**config.mk**
```make
export PLATFORM = sky130hd
export DESIGN_NAME = fpr_i2f_flat
export DESIGN_NICKNAME = d
export VERILOG_FILES = /design/src/rtl/fpr_i2f_if.sv /design/src/rtl/fpr_i2f.sv /design/src/flat_wrapper.sv
export SDC_FILE = /design/constraint.sdc
export NUM_CORES = 1
export LEC_CHECK = 0
export ABC_AREA = 1
export ABC_CLOCK_PERIOD_IN_PS = 3700
export CAP_MARGIN = 30
export CORE_ASPECT_RATIO = 1.2
export CORE_MARGIN = 1.5
export CORE_UTILIZATION = 57
export CTS_BUF_LIST = sky130_fd_sc_hd__clkbuf_16
export CTS_CLUSTER_DIAMETER = 150
export DETAILED_ROUTE_END_ITERATION = 8
export PLACE_DENSITY_LB_ADDON = 0.1
export SYNTH_ARGS = -nofsm -noshare
export SYNTH_HDL_FRONTEND = slang
export SYNTH_SLANG_ARGS = --single-unit
```
**constraint.sdc**
```tcl
create_clock -name clk -period 3.7 [get_ports clk]
set_clock_uncertainty 0.15 [all_clocks]
set_input_delay 0.74 -clock clk [delete_from_list [all_inputs] [get_ports clk]]
set_output_delay 0.74 -clock clk [all_outputs]
set_load 0.005 [all_outputs]
```
**src/rtl/fpr_i2f_if.sv**
```systemverilog
// Handshake bundle for the integer-to-float converter: input operand channel
// and result channel, each with valid/ready.
interface fpr_i2f_if;
  logic        in_valid;
  logic        in_ready;
  logic [31:0] in_data;
  logic        in_signed;
  logic        out_valid;
  logic        out_ready;
  logic [31:0] out_data;
  logic        out_inexact;

  modport master (
    output in_valid, in_data, in_signed, out_ready,
    input  in_ready, out_valid, out_data, out_inexact
  );

  modport slave (
    input  in_valid, in_data, in_signed, out_ready,
    output in_ready, out_valid, out_data, out_inexact
  );
endinterface

```
**src/rtl/fpr_i2f.sv**
```systemverilog
// Multi-cycle 32-bit integer to IEEE-754 single converter: normalises one bit
// per clock, then rounds (RNE or truncate) and holds the result until taken.
module fpr_i2f #(
  parameter bit RNE = 1'b1
) (
  input logic      clk,
  input logic      rst,
  fpr_i2f_if.slave bus
);
  localparam int unsigned DATA_W   = 32;
  localparam int unsigned EXP_W    = 8;
  localparam int unsigned MANT_W   = 23;
  localparam int unsigned EXP_INIT = 158;

  typedef enum logic [1:0] {IDLE, NORM, ROUND, DONE} state_t;

  state_t              state_q, state_d;
  logic                in_ready_q, in_ready_d;
  logic                out_valid_q, out_valid_d;
  logic [DATA_W-1:0]   out_data_q, out_data_d;
  logic                out_inexact_q, out_inexact_d;
  logic                sign_q, sign_d;
  logic [DATA_W-1:0]   mag_q, mag_d;
  logic [EXP_W-1:0]    exp_q, exp_d;

  logic [MANT_W-1:0]   mant_c;
  logic                guard_c, sticky_c, round_up_c;
  logic [MANT_W:0]     mant_sum_c;
  logic [EXP_W-1:0]    exp_rnd_c;

  assign bus.in_ready    = in_ready_q;
  assign bus.out_valid   = out_valid_q;
  assign bus.out_data    = out_data_q;
  assign bus.out_inexact = out_inexact_q;

  // Rounding of the normalised magnitude; carry out of the mantissa bumps exp.
  always_comb begin
    mant_c     = mag_q[DATA_W-2:DATA_W-1-MANT_W];
    guard_c    = mag_q[7];
    sticky_c   = |mag_q[6:0];
    round_up_c = RNE && guard_c && (sticky_c || mant_c[0]);
    mant_sum_c = {1'b0, mant_c} + (MANT_W+1)'(round_up_c);
    exp_rnd_c  = mant_sum_c[MANT_W] ? exp_q + EXP_W'(1) : exp_q;
  end

  always_comb begin
    state_d       = state_q;
    in_ready_d    = in_ready_q;
    out_valid_d   = out_valid_q;
    out_data_d    = out_data_q;
    out_inexact_d = out_inexact_q;
    sign_d        = sign_q;
    mag_d         = mag_q;
    exp_d         = exp_q;
    case (state_q)
      IDLE: begin
        if (bus.in_valid && in_ready_q) begin
          sign_d     = bus.in_signed & bus.in_data[DATA_W-1];
          mag_d      = sign_d ? (~bus.in_data + DATA_W'(1)) : bus.in_data;
          exp_d      = EXP_W'(EXP_INIT);
          in_ready_d = 1'b0;
          // Zero skips normalisation and is always +0.
          if (mag_d == '0) begin
            state_d       = DONE;
            out_valid_d   = 1'b1;
            out_data_d    = '0;
            out_inexact_d = 1'b0;
          end else begin
            state_d = NORM;
          end
        end
      end
      NORM: begin
        if (mag_q[DATA_W-1]) begin
          state_d = ROUND;
        end else begin
          mag_d = {mag_q[DATA_W-2:0], 1'b0};
          exp_d = exp_q - EXP_W'(1);
        end
      end
      ROUND: begin
        out_data_d    = {sign_q, exp_rnd_c, mant_sum_c[MANT_W-1:0]};
        out_inexact_d = guard_c | sticky_c;
        out_valid_d   = 1'b1;
        state_d       = DONE;
      end
      DONE: begin
        if (bus.out_ready) begin
          out_valid_d = 1'b0;
          in_ready_d  = 1'b1;
          state_d     = IDLE;
        end
      end
      default: state_d = IDLE;
    endcase
  end

  always_ff @(posedge clk or posedge rst) begin
    if (rst) begin
      state_q       <= IDLE;
      in_ready_q    <= 1'b1;
      out_valid_q   <= 1'b0;
      out_data_q    <= '0;
      out_inexact_q <= 1'b0;
      sign_q        <= 1'b0;
      mag_q         <= '0;
      exp_q         <= '0;
    end else begin
      state_q       <= state_d;
      in_ready_q    <= in_ready_d;
      out_valid_q   <= out_valid_d;
      out_data_q    <= out_data_d;
      out_inexact_q <= out_inexact_d;
      sign_q        <= sign_d;
      mag_q         <= mag_d;
      exp_q         <= exp_d;
    end
  end
endmodule

```
**src/flat_wrapper.sv**
```systemverilog
// flat-port wrapper written by rule: the top's interface ports become plain ports
module fpr_i2f_flat 
#(
  parameter bit RNE = 1'b1
)
  (clk, rst, bus_in_valid, bus_in_data, bus_in_signed, bus_out_ready, bus_in_ready, bus_out_valid, bus_out_data, bus_out_inexact);
  fpr_i2f_if bus_i ();
  input logic clk;
  input logic rst;
  input wire logic [$bits(bus_i.in_valid)-1:0] bus_in_valid;
  input wire logic [$bits(bus_i.in_data)-1:0] bus_in_data;
  input wire logic [$bits(bus_i.in_signed)-1:0] bus_in_signed;
  input wire logic [$bits(bus_i.out_ready)-1:0] bus_out_ready;
  output wire logic [$bits(bus_i.in_ready)-1:0] bus_in_ready;
  output wire logic [$bits(bus_i.out_valid)-1:0] bus_out_valid;
  output wire logic [$bits(bus_i.out_data)-1:0] bus_out_data;
  output wire logic [$bits(bus_i.out_inexact)-1:0] bus_out_inexact;
  assign bus_i.in_valid = bus_in_valid;
  assign bus_i.in_data = bus_in_data;
  assign bus_i.in_signed = bus_in_signed;
  assign bus_i.out_ready = bus_out_ready;
  assign bus_in_ready = bus_i.in_ready;
  assign bus_out_valid = bus_i.out_valid;
  assign bus_out_data = bus_i.out_data;
  assign bus_out_inexact = bus_i.out_inexact;
  fpr_i2f #(.RNE(RNE)) u_core (.clk(clk), .rst(rst), .bus(bus_i));
endmodule
```
==> run summary <==
The number of antenna violations at the first check in global routing was 0. The run gives 884 as the net count after synthesis. For this run, the detailed router's first-pass iteration total came to 5. In this run the count of I/O pins placed on the die edge is 72. TritonCTS built the clock tree. The combinational cell fraction of total power was 0.512; the number of flip-flops and latches in the synthesized netlist was 78. The CTS buffer count was 9. The number of synthesized flops with an enable pin came out at 0. The vertical die dimension came out at 111 um.

The maximum number of pins on one net before global-route repair was 42; the synthesized area per cell was 6.67 sq um. After layout, the minimum clock period comes to 3410 ps. Derived from the worst setup path, the maximum achievable clock frequency is 293 MHz. The area of the core came out at 9520 sq um.

The H-tree was split into 3 levels. After detailed routing, the number of vias per cell comes to 5.59. STA puts the critical path data required time at 3770 ps. The sequential fraction of design power was 0.320; the synthesized netlist cell count was 837.

The tools report the number of setup violations in the final report as 0. The critical register-to-register path endpoint is u_core.bus.out_data[20]. The total wire length after detailed routing was 15.1 mm; the wire length on met3 was 729 um. The placement row count was 39; the clock share of power was 0.168. The overall via count from detail_route was 5735. The layout-stage area growth over the synthesis result came out at 19.6%. The HPWL after detailed placement is 11.9 mm. Number of global-route vias before repair: 5343. For the final weighted congestion of routability-driven global placement, the log shows 1.01.

The clock drives 78 sinks. The die is 93.4 um wide. The share of Yosys cell area claimed by the top area cell type came out at 0.345. The CTS clock-pin slew for the worst setup and hold paths works out to 60 ps. The cell count of the worst hold path is 2. The path class of the tightest hold or removal check is flop to flop. Summed over all nets, the switching power comes to 2.20 mW.

Dominant combinational cell family by area after synthesis: simple AND/OR/NAND/NOR gates. The count of nets after finishing was 945; the share of layout cells above drive strength 1 was 0.0631. The largest vdd supply drop is 0.000319 V, and the complex-gate fraction of the synthesized area is 0.123. Synthesis instantiated 42 different standard cells from the library. The final design area excluding fillers is 6680 sq um, and the buffers inserted during post-CTS setup optimization is 0. The average wire per cell in the routed design was 14.7 um. The multiplexer fraction of the synthesized cell area was 0. Cell internal power was estimated by the tool at 2.60 mW.

The number of cells on the worst reg-to-reg path is 20. After synthesis, the cell types taking the most area are sky130_fd_sc_hd__dfrtp_1 (35%), sky130_fd_sc_hd__nand2_1 (18%), sky130_fd_sc_hd__nor2_1 (5.8%), sky130_fd_sc_hd__inv_1 (5.6%), sky130_fd_sc_hd__nand4_1 (4.6%). The clock reaches the later pin of the worst-skew pair after 340 ps. In this run the clock root is driven by a sky130_fd_sc_hd__clkbuf_16. The routed metal-1 wirelength is 6.38 mm, and the leakage power summed over all cells is 3.28 nW.

The logs give 0 for the remaining antenna violation count and 0 for the count of unresolved DRC violations after routing. For this run, the leading register cell type out of synthesis is sky130_fd_sc_hd__dfrtp_1. The final hold violation count came out at 0. The synthesized netlist occupies a cell area of 5580 sq um. Switching power as a share of total power: 0.458. Yosys printed 0 warnings. The count of buffers inserted at the top-level ports came out at 71. Kind of critical path: input pin to flop. The worst setup margin was 293 ps; the number of buffers on the longest clock path was 2. Synthesized-area fraction occupied by adder cells: 0.0224.

For the arrival time at the worst endpoint, the log shows 3480 ps. For the share of the yosys chip area belonging to registers, the log shows 0.350. Global routing finished with a remaining overflow of 0. The tools report the kind of capture point of the worst setup path as a flop.

The tool flagged a number of max-cap violations equal to 0. After detailed routing, no signal wire sits above met4. The critical path startpoint category was an input pin. The total design power was 4.80 mW; the total length of routed met2 wires was 7.58 mm. The layout has 823 filler cells. The share of synthesized cell area in and, or, nand and nor gates was 0.393. The run gives 530 ps as the setup slack of the most critical reg-to-reg path.

The post-place setup slack is -54.8 ps, and the async set-reset flop share out of synthesis is 1.00. The die covers 10400 sq um. The first global-routing pass estimated 25.0 mm of wire. sky130_fd_sc_hd__dfrtp_1 takes more of the synthesized area than any other cell.

The final worst-path cycle share is 0.921. In this run the critical register-to-register path is launched from u_core.mag_q[3]. The number of hold buffers added after CTS was 0. The flow ran to the end, and the final reports show no timing, DRC or antenna violations. The tools report the effective utilization at floorplan as 0.587. The total global-route track usage was 0.300. Setup repair after global routing left no endpoint under its margin. Xor-xnor portion of the synthesized cell area: 0.0220. The highest net fanout along the worst path was 37.

The run gives 0 as the number of pins with negative max-slew slack in the final report. For the pin with the worst max-slew slack, the measured transition is 823 ps. The tools report the tightest slew margin relative to the limit as 0.451. Startpoint of the tightest hold check path: u_core.bus.out_data[11]. The hold path endpoint is u_core.bus.out_data[11]. Post-CTS repair changed the size of 0 cells. The repair_antennas step left the layout with diodes totalling 0. After detailed placement, the total cell area comes to 6400 sq um.

Final hold analysis gives a worst-case slack of 321 ps. The power per cell area is 719 nW/um^2. The violation count after the first detailed-route iteration was 372.
==> area by class of cell <==
class | count | area, sq um | area share
inverter | 88 | 330 | 0.0495
clock inverter | 7 | 48.8 | 0.00731
multi-input combinational | 638 | 3140 | 0.470
tap | 123 | 154 | 0.0230
sequential | 78 | 1950 | 0.292
clock buffer | 9 | 225 | 0.0337
timing repair buffer | 83 | 826 | 0.124
==> per-layer routing <==
layer  up-vias  GRT usage
met3        29     0.0471
met4         0      0.117
met5         -          0
met1      2623      0.374
li1       2886          -
met2       197      0.515
==> placed cells by master (no fill, tap or decap), types with 6 or more instances in the layout <==
cell type / instances
sky130_fd_sc_hd__clkbuf_16: 9
sky130_fd_sc_hd__a2bb2oi_1: 6
sky130_fd_sc_hd__inv_1: 83
sky130_fd_sc_hd__clkdlybuf4s50_1: 71
sky130_fd_sc_hd__dfrtp_1: 77
sky130_fd_sc_hd__nor2_1: 86
sky130_fd_sc_hd__nand2_1: 266
sky130_fd_sc_hd__xor2_1: 13
sky130_fd_sc_hd__o21ai_0: 25
sky130_fd_sc_hd__nand3_1: 49
sky130_fd_sc_hd__buf_4: 10
sky130_fd_sc_hd__nand3b_1: 9
sky130_fd_sc_hd__nand4_1: 41
sky130_fd_sc_hd__nor3_1: 20
sky130_fd_sc_hd__a22oi_1: 24
sky130_fd_sc_hd__nand2_2: 8
sky130_fd_sc_hd__ha_1: 10
sky130_fd_sc_hd__a21oi_1: 46
sky130_fd_sc_hd__nor2_2: 6
==> cell usage after synthesis, types with 3 or more instances <==
master                        n
sky130_fd_sc_hd__a21oi_1     46
sky130_fd_sc_hd__a22oi_1     24
sky130_fd_sc_hd__a2bb2oi_1    6
sky130_fd_sc_hd__buf_2        3
sky130_fd_sc_hd__buf_4        4
sky130_fd_sc_hd__buf_6        4
sky130_fd_sc_hd__clkbuf_1    20
sky130_fd_sc_hd__dfrtp_1     77
sky130_fd_sc_hd__ha_1        10
sky130_fd_sc_hd__inv_1       84
sky130_fd_sc_hd__inv_2        3
sky130_fd_sc_hd__nand2_1    266
sky130_fd_sc_hd__nand2_2      8
sky130_fd_sc_hd__nand3_1     49
sky130_fd_sc_hd__nand3b_1     9
sky130_fd_sc_hd__nand4_1     41
sky130_fd_sc_hd__nor2_1      87
sky130_fd_sc_hd__nor2_2       5
sky130_fd_sc_hd__nor3_1      20
sky130_fd_sc_hd__nor4_1       4
sky130_fd_sc_hd__o21ai_0     25
sky130_fd_sc_hd__o21ai_1      3
sky130_fd_sc_hd__or2_2        4
sky130_fd_sc_hd__xor2_1      13
==> power groups by stage <==
| stage | sequential, mW | clock, mW | combinational (mW) |
|---|---|---|---|
| final | 1.53 | 0.806 | 2.46 |
| after global routing | 1.57 | 0.860 | 2.76 |
| after CTS | 1.52 | 0.818 | 2.45 |
| after detailed placement | 1.53 | 0 | 2.43 |
| after global placement | 1.52 | 0 | 2.34 |
| after floorplan | 1.45 | 0 | 1.77 |
==> state kept, by name, summed over array words and instances (netlist names) <==
signal	count
u_core.bus.out_data	32
u_core.state_q	2
u_core.exp_q	8
u_core.bus.out_valid	1
u_core.sign_q	1
u_core.bus.out_inexact	1
u_core.bus.in_ready	1
u_core.mag_q	32
==> cells by family (layout without fill, tap and decap cells) <==
family          after synthesis  count (layout)
simple gates                499             499
buf+inv                     121             187
compound gates              115             115
flops                        78              78
xor+xnor                     14              14
fa+ha+maj                    10              10
==> metrics by stage <==
step	utilization	std cells	setup TNS, ps
2_1_floorplan	-	837	0
3_3_place_gp	0.673	1010	0
3_5_place_dp	0.673	1010	-606
4_1_cts	0.702	1026	0
5_1_grt	0.702	1026	0
6_report	0.702	1026	0
==> worst max-delay path by stage <==
stage	to	cells after the start	startpoint
CTS	u_core.bus.out_inexact	17	bus_in_signed
finish	u_core.bus.out_inexact	17	bus_in_signed
global placement	u_core.bus.out_data[13]	17	bus_in_signed
detailed placement	u_core.bus.out_data[0]	17	bus_in_signed
global route	u_core.bus.out_inexact	17	bus_in_signed
floorplan	u_core.bus.out_data[0]	1	rst
==> worst max-delay path: stages <==
cell and delay [ps]:
sky130_fd_sc_hd__clkdlybuf4s50_1 500, sky130_fd_sc_hd__nand2_2 70, sky130_fd_sc_hd__inv_2 440, sky130_fd_sc_hd__buf_4 240, sky130_fd_sc_hd__nand2_1 60, sky130_fd_sc_hd__nand2_1 120, sky130_fd_sc_hd__inv_2 70, sky130_fd_sc_hd__nand2_1 60
sky130_fd_sc_hd__nand2_1 60, sky130_fd_sc_hd__nor2_1 130, sky130_fd_sc_hd__nand2_1 90, sky130_fd_sc_hd__nor2_2 120, sky130_fd_sc_hd__nand3_2 110, sky130_fd_sc_hd__nand2_4 110, sky130_fd_sc_hd__nand3_4 290, sky130_fd_sc_hd__nand2_1 180
sky130_fd_sc_hd__nand2_1 80
Note: power is estimated with default switching activity, not from simulation.
